[src/rtl/ifu_fetch_pkg.sv]
// Shared fetch-stage types and constants: bus widths, reset PC, bubble encoding, FSM states.
package ifu_fetch_pkg;

    localparam int ADDR_W  = 64;
    localparam int INST_W  = 32;
    localparam int PC_STEP = 4;

    typedef logic [ADDR_W-1:0] AddrBus;
    typedef logic [INST_W-1:0] InstBus;

    localparam AddrBus PC_INIT  = 64'h8000_0000;
    localparam InstBus NOP_INST = 32'h0000_0013;  // addi x0,x0,0

    // WAIT: one request in flight whose data is wanted.
    // DROP: one request in flight whose data is stale (a jump overtook it).
    typedef enum logic [1:0] {
        IDLE = 2'd0,
        WAIT = 2'd1,
        DROP = 2'd2
    } fetchState_e;

endpackage

[src/rtl/fetch_skid_buf.sv]
// One-entry {addr, inst} holding slot for a response that lands while IF/ID is frozen.
module fetch_skid_buf #(
    parameter int ADDR_W = 64,
    parameter int INST_W = 32
) (
    input  logic              Clk,
    input  logic              Rst,
    input  logic              push,
    input  logic              pop,
    input  logic              clear,
    input  logic [ADDR_W-1:0] pushAddr,
    input  logic [INST_W-1:0] pushInst,
    output logic              full,
    output logic [ADDR_W-1:0] headAddr,
    output logic [INST_W-1:0] headInst
);

    // Clear beats push beats pop; push with pop keeps the slot full with the new entry.
    always_ff @(posedge Clk) begin
        if (!Rst) begin
            full     <= 1'b0;
            headAddr <= '0;
            headInst <= '0;
        end else if (clear) begin
            full <= 1'b0;
        end else if (push) begin
            full     <= 1'b1;
            headAddr <= pushAddr;
            headInst <= pushInst;
        end else if (pop) begin
            full <= 1'b0;
        end
    end

endmodule

[src/rtl/ifu_fetch.sv]
// Instruction fetch: PC generation, single-outstanding imem requests, stale-response drop,
// and the {addr, inst, valid} register feeding IF/ID with hold/jump handling.
module ifu_fetch #(
    parameter int                ADDR_W   = ifu_fetch_pkg::ADDR_W,
    parameter int                INST_W   = ifu_fetch_pkg::INST_W,
    parameter logic [ADDR_W-1:0] PC_INIT  = ifu_fetch_pkg::PC_INIT,
    parameter logic [INST_W-1:0] NOP_INST = ifu_fetch_pkg::NOP_INST
) (
    input  logic              Clk,
    input  logic              Rst,
    input  logic              JumpFlag,
    input  logic [ADDR_W-1:0] JumpAddr,
    input  logic              HoldFlag,
    output logic              ImemReq,
    output logic [ADDR_W-1:0] ImemAddr,
    input  logic              ImemReady,
    input  logic              ImemRespValid,
    input  logic [INST_W-1:0] ImemRespData,
    output logic [ADDR_W-1:0] InstAddrOut,
    output logic [INST_W-1:0] InstOut,
    output logic              InstValid
);
    import ifu_fetch_pkg::*;

    fetchState_e       state, stateNext;
    logic [ADDR_W-1:0] pc, reqPc;
    logic              handshake, respFire;
    logic              skidFull, skidPush, skidPop;
    logic [ADDR_W-1:0] skidAddr;
    logic [INST_W-1:0] skidInst;

    // Request only from IDLE with room to park the answer; a jump cycle never issues.
    assign ImemAddr  = pc;
    assign handshake = ImemReq && ImemReady;
    // A response is kept only when it belongs to a live request and no jump kills it now.
    assign respFire  = (state == WAIT) && ImemRespValid && !JumpFlag;

    // Park a response when IF/ID is frozen, or when the skid is draining into it this cycle.
    assign skidPush = respFire && (HoldFlag || skidFull);
    assign skidPop  = !HoldFlag && skidFull;

    fetch_skid_buf #(.ADDR_W(ADDR_W), .INST_W(INST_W)) uSkid (
        .Clk      (Clk),
        .Rst      (Rst),
        .push     (skidPush),
        .pop      (skidPop),
        .clear    (JumpFlag),
        .pushAddr (reqPc),
        .pushInst (ImemRespData),
        .full     (skidFull),
        .headAddr (skidAddr),
        .headInst (skidInst)
    );

    // Fetch state register.
    always_ff @(posedge Clk) begin
        if (!Rst) state <= IDLE;
        else      state <= stateNext;
    end

    // Next-state and request decode; a jump in WAIT leaves one response to swallow in DROP.
    always_comb begin
        stateNext = state;
        ImemReq   = 1'b0;
        case (state)
            IDLE: begin
                ImemReq = Rst && !JumpFlag && !skidFull;
                if (ImemReq && ImemReady) stateNext = WAIT;
            end
            WAIT: begin
                if (ImemRespValid)  stateNext = IDLE;
                else if (JumpFlag)  stateNext = DROP;
            end
            DROP: begin
                if (ImemRespValid) stateNext = IDLE;
            end
            default: stateNext = IDLE;
        endcase
    end

    // PC advances on an accepted request; a jump redirects it, misaligned or not.
    always_ff @(posedge Clk) begin
        if (!Rst) begin
            pc    <= PC_INIT;
            reqPc <= PC_INIT;
        end else if (JumpFlag) begin
            pc <= JumpAddr;
        end else if (handshake) begin
            reqPc <= pc;
            pc    <= pc + ADDR_W'(PC_STEP);
        end
    end

    // IF/ID-facing register: jump bubbles, hold freezes, else skid > response > bubble.
    always_ff @(posedge Clk) begin
        if (!Rst) begin
            InstAddrOut <= PC_INIT;
            InstOut     <= NOP_INST;
            InstValid   <= 1'b0;
        end else if (JumpFlag) begin
            InstOut   <= NOP_INST;
            InstValid <= 1'b0;
        end else if (!HoldFlag) begin
            if (skidFull) begin
                InstAddrOut <= skidAddr;
                InstOut     <= skidInst;
                InstValid   <= 1'b1;
            end else if (respFire) begin
                InstAddrOut <= reqPc;
                InstOut     <= ImemRespData;
                InstValid   <= 1'b1;
            end else begin
                InstOut   <= NOP_INST;
                InstValid <= 1'b0;
            end
        end
    end

endmodule

[config.mk]
export PLATFORM = sky130hd
export DESIGN_NAME = ifu_fetch
export DESIGN_NICKNAME = d
export VERILOG_FILES = /design/src/rtl/ifu_fetch_pkg.sv /design/src/rtl/fetch_skid_buf.sv /design/src/rtl/ifu_fetch.sv
export SDC_FILE = /design/constraint.sdc
export NUM_CORES = 1
export LEC_CHECK = 0
export BUFFER_PORTS_ARGS = -buffer_cell sky130_fd_sc_hd__clkbuf_2
export CAP_MARGIN = 10
export CORE_AREA = 2 2 206 208
export CTS_CLUSTER_SIZE = 14
export DETAILED_ROUTE_END_ITERATION = 7
export DIE_AREA = 0 0 208 210
export GPL_TIMING_DRIVEN = 0
export MAX_ROUTING_LAYER = met4
export PLACE_DENSITY_LB_ADDON = 0.3
export SLEW_MARGIN = 25
export SYNTH_ARGS = -nofsm -noshare
export SYNTH_HDL_FRONTEND = slang
export SYNTH_SLANG_ARGS = --single-unit
[constraint.sdc]
create_clock -name Clk -period 5.4 [get_ports Clk]
set_input_delay 1.08 -clock Clk [delete_from_list [all_inputs] [get_ports Clk]]
set_output_delay 1.08 -clock Clk [all_outputs]
set_load 0.02 [all_outputs]
## Word-level counts from Yosys, hierarchy flattened

Cells that the tools add are included.
Widths: inputs -> output; s select.

- Register bits after elaboration: 324
- Input bits: 102
- Output and inout bits: 162
- Word-level logic and storage cells: 55

- $add $sub $neg: 1
- Eq/ne operators: 5
- Mux-type cells: 16
- Bitwise logic cells: 3
- Reductions and logical operators: 21

Operators by type and width:

| operator | count |
|---|---|
| $mux 64 | 4 |
| $add 64x3->64 const B | 1 |
| $mux 32 | 2 |
| $logic_and 1x1->1 | 8 |
| $mux 2 | 4 |
| $pmux 2 s3 | 1 |
| $reduce_and 3->1 | 2 |
| $reduce_bool 2->1 | 3 |
| $mux 1 | 5 |
| $ne 2x2->1 const B | 2 |
| $reduce_and 2->1 | 2 |
| $logic_not 1->1 | 3 |
| $ne 3x3->1 const B | 1 |
| $not 1->1 | 3 |
| $eq 2x1->1 const B | 1 |
| $eq 2x2->1 const B | 1 |
| $logic_not 2->1 | 1 |
| $reduce_or 2->1 | 1 |
| $logic_or 1x1->1 | 1 |

## Depth between registers and ports, before layout

- Depth in word-level cells: 7
- Mapped depth: 8
- Depth with buffers taken out: 6

## Cells and area by module

Synthesis repeated with hierarchy kept, for this count alone.

- Cells, all modules: 1658
- Area total of the unflattened synthesis: 14153.6 µm²

By module, submodules not included:

| module | instances | cells an instance | area each (µm²) | sequential area each (µm²) |
|---|---|---|---|---|
| ifu_fetch | 1 | 1237 | 10288.6 | 4544.4 |
| fetch_skid_buf | 1 | 421 | 3865.0 | 1941.9 |

## Worst setup path after synthesis

OpenSTA, ideal clock, no wires.

- Path type: input-to-output
- From: input port Rst
- To: output port ImemReq
- Data arrival time: 2255 ps
- Required time: 4320 ps
- Slack: 2065 ps
- Cell stages on the path: 4
- Path buffers: 2
- Cells stage by stage: clkbuf_1 > nand2b_1 > clkbuf_1 > nor4_1

- Longest elaborated chain between the ends: 3

Ends and longest elaborated chain:

| item | line | text |
|---|---|---|
| start: declaration | ifu_fetch.sv:10 | `input logic Rst,` |
| $logic_and 1x1->1 (2 in a row) | ifu_fetch.sv:67 | `ImemReq = Rst && !JumpFlag && !skidFull;` |
| $mux 1 | ifu_fetch.sv:65 | `case (state)` |
| end: declaration | ifu_fetch.sv:14 | `output logic ImemReq,` |

Every way passes these cells.

## Worst setup path in the final report

- From: register uSkid.full
- To: output port ImemReq

- Longest elaborated chain between the ends: 3

Ends and longest elaborated chain:

| item | line | text |
|---|---|---|
| start: declaration | fetch_skid_buf.sv:13 | `output logic full,` |
| start signal: assignment | fetch_skid_buf.sv:21 | `full <= 1'b0;` |
| start signal: assignment | fetch_skid_buf.sv:25 | `full <= 1'b0;` |
| start signal: assignment | fetch_skid_buf.sv:27 | `full <= 1'b1;` |
| $logic_not 1->1 | ifu_fetch.sv:67 |  |
| $logic_and 1x1->1 | ifu_fetch.sv:67 |  |
| $mux 1 | ifu_fetch.sv:65 |  |

Every way passes these cells.

==> reports/summary.txt <==
average routed wire per standard cell -> 20.8 microns
synth cell count leaders -> 400 x nand2_1, 324 x dfxtp_1, 186 x a21oi_1
clock net sink count -> 324
cts bufs inserted -> 36
n_diodes -> 0
Slew headroom -> 0.212
Register Area -> 6490 sq um
RSZ-0062 raised after global routing -> no
Cell Rows -> 75
Syn Inst Count -> 1664
setup TNS -> 0 ns
Leak -> 5.71 nW
IO Port Bufs -> 261
final global-route overflow total -> 0
Layout fillers -> 4375
Util after Layout -> 0.403
MaxCap Viol Count -> 0
CTS max path bufs -> 3
Synth async-reset ratio -> 0
vias in the first global route -> 12702
required time worst endpoint -> 4.32 ns
fin crit period -> 3.73 ns
Max H-tree Level -> 2
FMAX -> 0.268 GHz
Worst path top cell family by delay -> buffers and inverters
setup ws final -> 1.67 ns
vias -> 13659
Clk pin slew, worst setup/hold paths -> 0.06 ns
die area -> 43700 sq um
Crit Path Class -> reg -> out
die width -> 208 microns
worst-path maximum fanout -> 10
share of cells above drive strength 1 -> 0.172
Remaining DRCs -> 0
Clk Latency, worst-skew pair -> 0.53 ns
CP cell instances -> buf_6, clkbuf_1, buf_1, nor4_1, clkbuf_2
syn_nets -> 1767
initial core utilization -> 0.327
Post-CTS Resized -> 0
chip height -> 210 microns
area leader, netlist -> dfxtp_1
Min-Delay Path Class -> reg -> reg
largest net degree at the start of global routing -> 14
io pins -> 264
warning count from the yosys run -> 0
max incr delay on CP -> 0.69 ns
Fin. Hold Viols -> 0
Worst Skew -> 0.0205 ns
Core ar. -> 41500 sq um
number of setup buffers added after CTS -> 0
Setup crit start kind -> flop
EDFF count, synth -> 0
Syn Area/Cell -> 8.15 sq um
clk root buf -> clkbuf_16
Tcrit/Tclk final -> 0.691
final setup vio count -> 0
Detail Route Antenna Nets -> 0
worst path arrival time -> 2.65 ns
Top FF cell, synth -> dfxtp_1
P&R area growth vs syn -> 23.4%
TritonCTS clock tree -> yes
status -> finished clean
Pwr Total -> 5.38 mW
#FFs+latches synth -> 324
Crit-path slowest cell -> clkbuf_1
Max rail drop VDD -> 185 uV
DP HPWL -> 39500 microns
sequential area share after synthesis -> 0.478
gr usage total -> 0.239
initial antenna violation count -> 0
final net count -> 2066
cell area after synthesis -> 13600 sq um
top-count cell post-synth -> nand2_1
total wire length -> 52600 microns
initial detailed-routing violation count -> 1478
Yosys cell types -> 57
worst-margin pin slew -> 1.17 ns
endpoint type of the worst setup path -> output port
Cell Pwr Density -> 321 nW/um^2
GPL Wtd Cong -> 0.929
area of the multi-input gates -> 6520 sq um
first-pass GRT wire length -> 78100 microns
drt pass-1 iters -> 8
vias per cell -> 5.42
ranking of synthesized cells by area -> dfxtp_1 48%, nand2_1 11%, a21oi_1 6.9%
Yosys top cell area share -> 0.478
CP Buf/Inv Count -> 4
Final Max Slew Viols -> 0
cts hold-fix bufs -> 0
Post-Place Setup Slack -> 1.20 ns
## layout make-up
cell class | instances | share of cell area
multi-input cells | 1195 | 0.390
flip-flops and latches | 324 | 0.388
repair buffers | 261 | 0.0781
clock buffers | 50 | 0.0642
well taps | 539 | 0.0403
plain buffers | 135 | 0.0316
clock inverters | 8 | 0.00628
inverters | 10 | 0.00224
## worst reg2reg max path, cell delays in order, from the launching register on
cell,delay [ns]
dfxtp_1,0.46
nand3_1,0.40
nor3_1,0.90
nand4_1,0.48
clkbuf_1,0.41
or4_1,0.55
a31oi_1,0.16
## stage by stage
stage / std cells / hold slack (ns) / area, sq um
floorplan: 1664 / 0.433 / 13600
global placement: 2464 / 0.441 / 15500
detailed placement: 2464 / 0.446 / 15500
CTS: 2522 / 0.454 / 16700
global route: 2522 / 0.470 / 16700
finish: 2522 / 0.451 / 16700
## worst paths after layout
kind	startpoint	endpoint	slack, ns	cells after the start
setup / recovery	uSkid.full	ImemReq	1.67	5
hold / removal	uSkid.headAddr[6]	uSkid.headAddr[6]	0.45	2
setup reg to reg	ImemAddr[8]	ImemAddr[55]	1.96	6
hold reg to reg	uSkid.headAddr[6]	uSkid.headAddr[6]	0.45	2
## report_power, final
group	internal (mW)	total, mW	leakage [nW]	switching [mW]
registers	2.44	2.51	2.63	0.0706
clock network	1.48	2.48	0.585	1.00
logic	0.114	0.386	2.49	0.272
total	4.03	5.38	5.71	1.34
## layer usage
metal | GRT usage | vias to the layer above | routed length [microns] | share of wire
met5 | - | - | 0 | 0
li1 | - | 6514 | - | -
met4 | 0.104 | 0 | 2400 | 0.046
met3 | 0.0448 | 130 | 4070 | 0.077
met1 | 0.316 | 6434 | 23100 | 0.44
met2 | 0.357 | 581 | 23000 | 0.44
## logic make-up (layout without fill, tap and decap cells)
kind of cell,after synthesis,count (layout),share of synthesized area
flip-flops,324,324,0.478
AO/OA/AOI/OAI,395,395,0.184
multiplexers,74,74,0.0552
XOR/XNOR,10,10,0.00646
adder cells (fa/ha/maj),1,1,0.000923
AND/OR/NAND/NOR,715,715,0.234
buffers and inverters,145,464,0.0417
## registers in the layout (all words and copies together) (netlist names)
| signal | count |
|---|---|
| uSkid.full | 1 |
| InstAddrOut | 64 |
| uSkid.headAddr | 64 |
| InstOut | 32 |
| ImemAddr | 64 |
| InstValid | 1 |
| state | 2 |
| uSkid.headInst | 32 |
| reqPc | 64 |
## cells in the final DEF (no fill, tap or decap), types with 10 or more instances in the layout
master       n
o311ai_0    11
a222oi_1    28
or4_1       15
a31oi_1     30
mux2i_1     68
dfxtp_1    324
nand4_1     37
nor2_1     133
clkbuf_16   37
a211oi_1    71
nand3_1     38
clkbuf_1   112
a21oi_1    186
and3_1      12
clkbuf_2   262
nor3_1      21
o211ai_1    12
buf_1       19
clkbuf_8    10
o21ai_0     30
nor4_1      11
nand2_1    400
Power figures use the tool's default switching activity.
